[config.mk]
export PLATFORM = sky130hd
export DESIGN_NAME = y86_run_monitor
export DESIGN_NICKNAME = d
export VERILOG_FILES = /design/src/rtl/y86_mon_pkg.sv /design/src/rtl/y86_mon_trace_buf.sv /design/src/rtl/y86_run_monitor.sv
export SDC_FILE = /design/constraint.sdc
export NUM_CORES = 1
export LEC_CHECK = 0
export BUFFER_PORTS_ARGS = -buffer_cell sky130_fd_sc_hd__buf_2
export CORE_ASPECT_RATIO = 1.25
export CORE_UTILIZATION = 25
export CTS_CLUSTER_SIZE = 12
export DETAILED_ROUTE_END_ITERATION = 12
export GPL_TIMING_DRIVEN = 0
export PLACE_DENSITY_LB_ADDON = 0.12
export SYNTH_ARGS = -nofsm -noshare
export SYNTH_HDL_FRONTEND = slang
export SYNTH_SLANG_ARGS = --single-unit
[constraint.sdc]
create_clock -name clk -period 5.3 [get_ports clk]
set_clock_uncertainty 0.05 [all_clocks]
set_input_delay 1.06 -clock clk [delete_from_list [all_inputs] [get_ports clk]]
set_output_delay 1.06 -clock clk [all_outputs]
set_load 0.01 [all_outputs]
[src/rtl/y86_mon_pkg.sv]
// Shared encodings for the Y86 run monitor: processor status, monitor FSM
// states and the Y86-64 instruction codes.
package y86_mon_pkg;

    typedef enum logic [1:0] {
        ST_AOK = 2'd0,
        ST_HLT = 2'd1,
        ST_ADR = 2'd2,
        ST_INS = 2'd3
    } y86_status_e;

    typedef enum logic [2:0] {
        RS_IDLE    = 3'd0,
        RS_RUN     = 3'd1,
        RS_HALTED  = 3'd2,
        RS_FAULT   = 3'd3,
        RS_TIMEOUT = 3'd4
    } run_state_e;

    localparam logic [3:0] I_HALT   = 4'd0;
    localparam logic [3:0] I_NOP    = 4'd1;
    localparam logic [3:0] I_RRMOVQ = 4'd2;
    localparam logic [3:0] I_IRMOVQ = 4'd3;
    localparam logic [3:0] I_RMMOVQ = 4'd4;
    localparam logic [3:0] I_MRMOVQ = 4'd5;
    localparam logic [3:0] I_OPQ    = 4'd6;
    localparam logic [3:0] I_JXX    = 4'd7;
    localparam logic [3:0] I_CALL   = 4'd8;
    localparam logic [3:0] I_RET    = 4'd9;
    localparam logic [3:0] I_PUSHQ  = 4'd10;
    localparam logic [3:0] I_POPQ   = 4'd11;

endpackage

[src/rtl/y86_mon_trace_buf.sv]
// Circular buffer of the most recently retired PCs; rd_idx 0 is the newest
// entry and entries not yet written since the last clear read as 0.
module y86_mon_trace_buf #(
    parameter int DEPTH = 8,
    parameter int IDX_W = $clog2(DEPTH)
) (
    input  logic             clk,
    input  logic             rst_n,
    input  logic             clear,
    input  logic             push,
    input  logic [63:0]      pc_in,
    input  logic [IDX_W-1:0] rd_idx,
    output logic [63:0]      rd_pc
);

    logic [63:0]      mem [DEPTH];
    logic [IDX_W-1:0] wr_ptr;
    logic [IDX_W-1:0] rd_ptr;

    always_ff @(posedge clk or negedge rst_n) begin
        if (!rst_n) begin
            wr_ptr <= '0;
            for (int i = 0; i < DEPTH; i++) mem[i] <= '0;
        end else if (clear) begin
            wr_ptr <= '0;
            for (int i = 0; i < DEPTH; i++) mem[i] <= '0;
        end else if (push) begin
            mem[wr_ptr] <= pc_in;
            wr_ptr      <= wr_ptr + 1'b1;
        end
    end

    // wr_ptr points at the next free slot, so the newest entry sits one behind it
    assign rd_ptr = wr_ptr - IDX_W'(1) - rd_idx;
    assign rd_pc  = mem[rd_ptr];

endmodule

[src/rtl/y86_run_monitor.sv]
// Run monitor for a Y86 core: tracks one run from start to halt, fault or
// timeout, with saturating counters. Optional PC trace via Y86_MON_TRACE_EN.
//
// state   | meaning
// IDLE    | no run since reset
// RUN     | counting cycles and retiring instructions
// HALTED  | halt instruction retired (pass)
// FAULT   | ADR/INS status or illegal fetch
// TIMEOUT | cycle budget exhausted
module y86_run_monitor
    import y86_mon_pkg::*;
#(
    parameter int TIMEOUT_CYCLES = 440,
    parameter int CNT_W          = 32,
    parameter int N_ICODE        = 12,
    parameter int TRACE_DEPTH    = 8
) (
    input  logic                           clk,
    input  logic                           rst_n,
    input  logic                           start,
    input  logic [1:0]                     status,
    input  logic                           instr_valid,
    input  logic [3:0]                     icode,
    input  logic [63:0]                    PC,
    input  logic [3:0]                     cnt_sel,
    input  logic [$clog2(TRACE_DEPTH)-1:0] trace_idx,
    output logic [2:0]                     run_state,
    output logic                           done,
    output logic                           pass,
    output logic [CNT_W-1:0]               cycle_cnt,
    output logic [CNT_W-1:0]               instr_cnt,
    output logic [CNT_W-1:0]               icode_cnt,
    output logic [63:0]                    last_pc,
    output logic [63:0]                    trace_pc
);

    // A budget beyond the saturated counter range can never be reached
    localparam bit TO_REACHABLE = (CNT_W >= 31) || ((TIMEOUT_CYCLES - 1) < (1 << CNT_W));
    localparam logic [CNT_W-1:0] TO_LAST = CNT_W'(TIMEOUT_CYCLES - 1);

    run_state_e       state;
    logic [CNT_W-1:0] icode_cnt_q [N_ICODE];
    logic             is_fault;
    logic             is_halt;
    logic             is_last;

    function automatic logic [CNT_W-1:0] sat_inc(input logic [CNT_W-1:0] v);
        return (&v) ? v : v + 1'b1;
    endfunction

    assign is_fault = !instr_valid || status == ST_ADR || status == ST_INS;
    assign is_halt  = status == ST_HLT;
    assign is_last  = TO_REACHABLE && (cycle_cnt == TO_LAST);

    always_ff @(posedge clk or negedge rst_n) begin
        if (!rst_n) begin
            state     <= RS_IDLE;
            done      <= 1'b0;
            pass      <= 1'b0;
            cycle_cnt <= '0;
            instr_cnt <= '0;
            last_pc   <= '0;
            for (int i = 0; i < N_ICODE; i++) icode_cnt_q[i] <= '0;
        end else begin
            case (state)
                RS_RUN: begin
                    cycle_cnt <= sat_inc(cycle_cnt);
                    if (is_fault) begin
                        state <= RS_FAULT;
                        done  <= 1'b1;
                    end else begin
                        instr_cnt <= sat_inc(instr_cnt);
                        last_pc   <= PC;
                        for (int i = 0; i < N_ICODE; i++)
                            if (icode == 4'(i)) icode_cnt_q[i] <= sat_inc(icode_cnt_q[i]);
                        if (is_halt) begin
                            state <= RS_HALTED;
                            done  <= 1'b1;
                            pass  <= 1'b1;
                        end else if (is_last) begin
                            state <= RS_TIMEOUT;
                            done  <= 1'b1;
                        end
                    end
                end
                default: begin
                    if (start) begin
                        state     <= RS_RUN;
                        done      <= 1'b0;
                        pass      <= 1'b0;
                        cycle_cnt <= '0;
                        instr_cnt <= '0;
                        last_pc   <= '0;
                        for (int i = 0; i < N_ICODE; i++) icode_cnt_q[i] <= '0;
                    end
                end
            endcase
        end
    end

    assign run_state = state;

    always_comb begin
        icode_cnt = '0;
        for (int i = 0; i < N_ICODE; i++)
            if (cnt_sel == 4'(i)) icode_cnt = icode_cnt_q[i];
    end

`ifdef Y86_MON_TRACE_EN
    logic trace_clear;
    logic trace_push;

    assign trace_clear = (state != RS_RUN) && start;
    assign trace_push  = (state == RS_RUN) && !is_fault;

    y86_mon_trace_buf #(
        .DEPTH (TRACE_DEPTH)
    ) u_trace_buf (
        .clk    (clk),
        .rst_n  (rst_n),
        .clear  (trace_clear),
        .push   (trace_push),
        .pc_in  (PC),
        .rd_idx (trace_idx),
        .rd_pc  (trace_pc)
    );
`else
    logic unused_trace;
    assign unused_trace = ^trace_idx;
    assign trace_pc     = '0;
`endif

endmodule

==> flow_metrics.py <==
metrics = {
    "die": {
        "die_y_um": 390,
        "io_pins": 310,
        "num_rows": 142,
        "fp.dieW_um": 312,
        "start_util": 0.252,
        "die_area_um2": 122000,
        "core_um2": 120000,
    },
    "final_layout": {
        "finish.instance_area_um2": 35900,
        "fillers": 12893,
        "num-nets-final": 3880,
        "utilization": 0.300,
        "syn_to_final_growth_pct": 19.2,
        "drive_gt1_frac": 0.122,
        "final_common_cell": "dfrtp_1",
        "final_cell_mix": "dfrtp_1 (517), nor2_1 (483), buf_2 (243)",
    },
    "route": {
        "drtPass1Iterations": 10,
        "wl_um": 132000,
        "vias_per_cell": 5.14,
        "wl_per_cell_um": 24.4,
        "drtIter0Drc": 2206,
        "antenna_left": 0,
        "route.detailed.drc": 2,
        "num_vias": 27862,
    },
    "synth": {
        "synth_warnings": 0,
        "seq_area_frac_synth": 0.430,
        "synth_edf_count": 0,
        "syn-cell-area_um2": 30100,
        "synth.avg_cell_area_um2": 8.83,
        "synthFlopType": "dfrtp_1",
        "synth_cells": 3410,
        "yosys_register_bits": 517,
        "ys_types": 75,
        "async_flop_share": 1.00,
    },
    "sta": {
        "worstMarginPinSlew_ns": 1.46,
        "clock.fmax_mhz": 192,
        "post-route-period-util": 0.984,
        "rsz0062_at_grt": "false",
        "finalHoldViolations": 0,
        "slew_violations": 0,
        "setup_viol": 0,
        "final.min_clock_period_ns": 5.22,
        "max_slew_margin": 0.0282,
    },
    "clocking": {
        "cts-root-buf": "clkbuf_16",
        "path_clk_slew_ns": 0.06,
        "clk_path_buf_depth": 3,
        "numCtsBuffers": 61,
        "cts_tree": "done",
        "numClockSinks": 517,
        "clk_latency_ns": 0.70,
        "post_cts_buffers": 0,
        "cts_max_level": 2,
    },
    "place": {
        "gp_congestion": 0.962,
        "portBuffers": 240,
        "dp_hpwl_um": 101000,
        "placed_cell_area_um2": 33700,
    },
    "critical_path": {
        "critPathLaunchType": "primary input",
        "cp.arrival_ns": 4.11,
        "worstSetupEndpointType": "output port",
        "r2r-end": "icode_cnt_q[160]",
        "setup.worst_path.class": "primary input to output port",
        "crit_fanout": 10,
        "timing.rr.start": "run_state[1]",
        "reg2reg_depth": 9,
        "required_ns": 4.19,
        "reg2reg_slack_ns": 0.09,
    },
    "global_route": {
        "antenna_found_initial": 7,
        "grt_first_pass_wirelength_um": 192000,
        "grt_pass1_vias": 27553,
        "overflow": 0,
        "grt_usage": 0.212,
        "grt_max_degree": 107,
    },
    "min_path": {
        "hp-class": "primary input to async pin",
    },
    "power_and_ir_drop": {
        "power_density_nw_per_um2": 313,
        "total_power_mw": 11.2,
        "leakagePower_nw": 15.1,
        "vdd_ir_drop_max_uv": 289,
    },
    "job": {
        "max-cap-violations": 0,
    },
    "run_status": {
        "violations": "design-rule violations",
        "status": "finished with violations",
    },
}
## cell type report
type	count	area, um^2	area share
diodes	1	2.50	0.0000697
plain buffers	263	1250	0.0349
clock buffers	88	1820	0.0506
clock inverters	21	273	0.00760
inverters	37	139	0.00387
multi-input cells	2655	16100	0.449
flip-flops and latches	517	12900	0.360
well taps	1584	1980	0.0552
repair buffers	250	1400	0.0389
## Yosys cell counts (68+ instances only)
library cell	n	area [um^2]
a21oi_1	114	571
a22o_1	68	596
and3_1	89	557
clkbuf_1	166	623
dfrtp_1	517	12900
nand2_1	221	830
nand3_1	211	1060
nand4_1	192	1200
nor2_1	484	1820
nor3_1	114	571
o21ai_0	115	576
o22ai_1	71	444
xnor2_1	153	1340
xor2_1	200	1750
## power by group
part	switching [mW]	internal [mW]
Sequential	0.148	4.13
Combinational	1.91	0.571
Clock	1.91	2.57
## routing by layer
layer | vias to the layer above | global-route usage | wire length, um
li1 | 12970 | - | -
met1 | 13774 | 0.259 | 54300
met2 | 892 | 0.375 | 65800
met3 | 224 | 0.0255 | 6370
met4 | 2 | 0.0881 | 5860
met5 | - | 0 | 7
## worst max-delay path by stage
stage,startpoint,endpoint,depth (start not counted)
after CTS,run_state[1],icode_cnt_q[160],9
after floorplan,cnt_sel[1],icode_cnt[12],7
after detailed placement,start,icode_cnt_q[195],8
after global routing,run_state[1],icode_cnt_q[352],9
after global placement,rst_n,icode_cnt_q[263],1
final,cnt_sel[3],icode_cnt[11],10
## worst max-delay path, stage by stage
cell and delay (ns):
buf_2 0.17, clkbuf_1 0.27, nor4b_1 0.51, clkbuf_1 0.44, a22oi_1 0.16, o211a_1 0.21
o221ai_1 0.44, o21ai_0 0.32, o21ai_0 0.28, buf_2 0.23
## stage by stage
stage	setup TNS [ns]	setup slack [ns]	hold slack, ns	std cells
floorplan	0	1.33	0.437	3473
global placement	-5452.75	-9.13	0.428	5297
detailed placement	-345.70	-1.54	0.427	5306
CTS	0	0.00965	0.193	5415
global route	0	0.0239	0.220	5415
finish	0	0.0847	0.215	5416
## flip-flops by register name, indices dropped and copies added, names as in the netlist
| signal | flops |
|---|---|
| instr_cnt | 32 |
| run_state | 3 |
| done | 1 |
| last_pc | 64 |
| icode_cnt_q | 384 |
| pass | 1 |
| cycle_cnt | 32 |
## logic make-up after synthesis
logic type               share of synthesized area
multiplexers                                0.0204
AO/OA/AOI/OAI                                0.124
buffers and inverters                       0.0460
XOR/XNOR                                     0.103
adder cells (fa/ha/maj)                    0.00582
AND/OR/NAND/NOR                              0.272
flip-flops                                   0.430
other                                     0.000125
## repair_timing
item,in CTS,in global routing
endpoints found under the setup margin,238,9
gates resized for setup,15,2
hold buffers,0,0
Note: power is estimated with default switching activity, not from simulation.
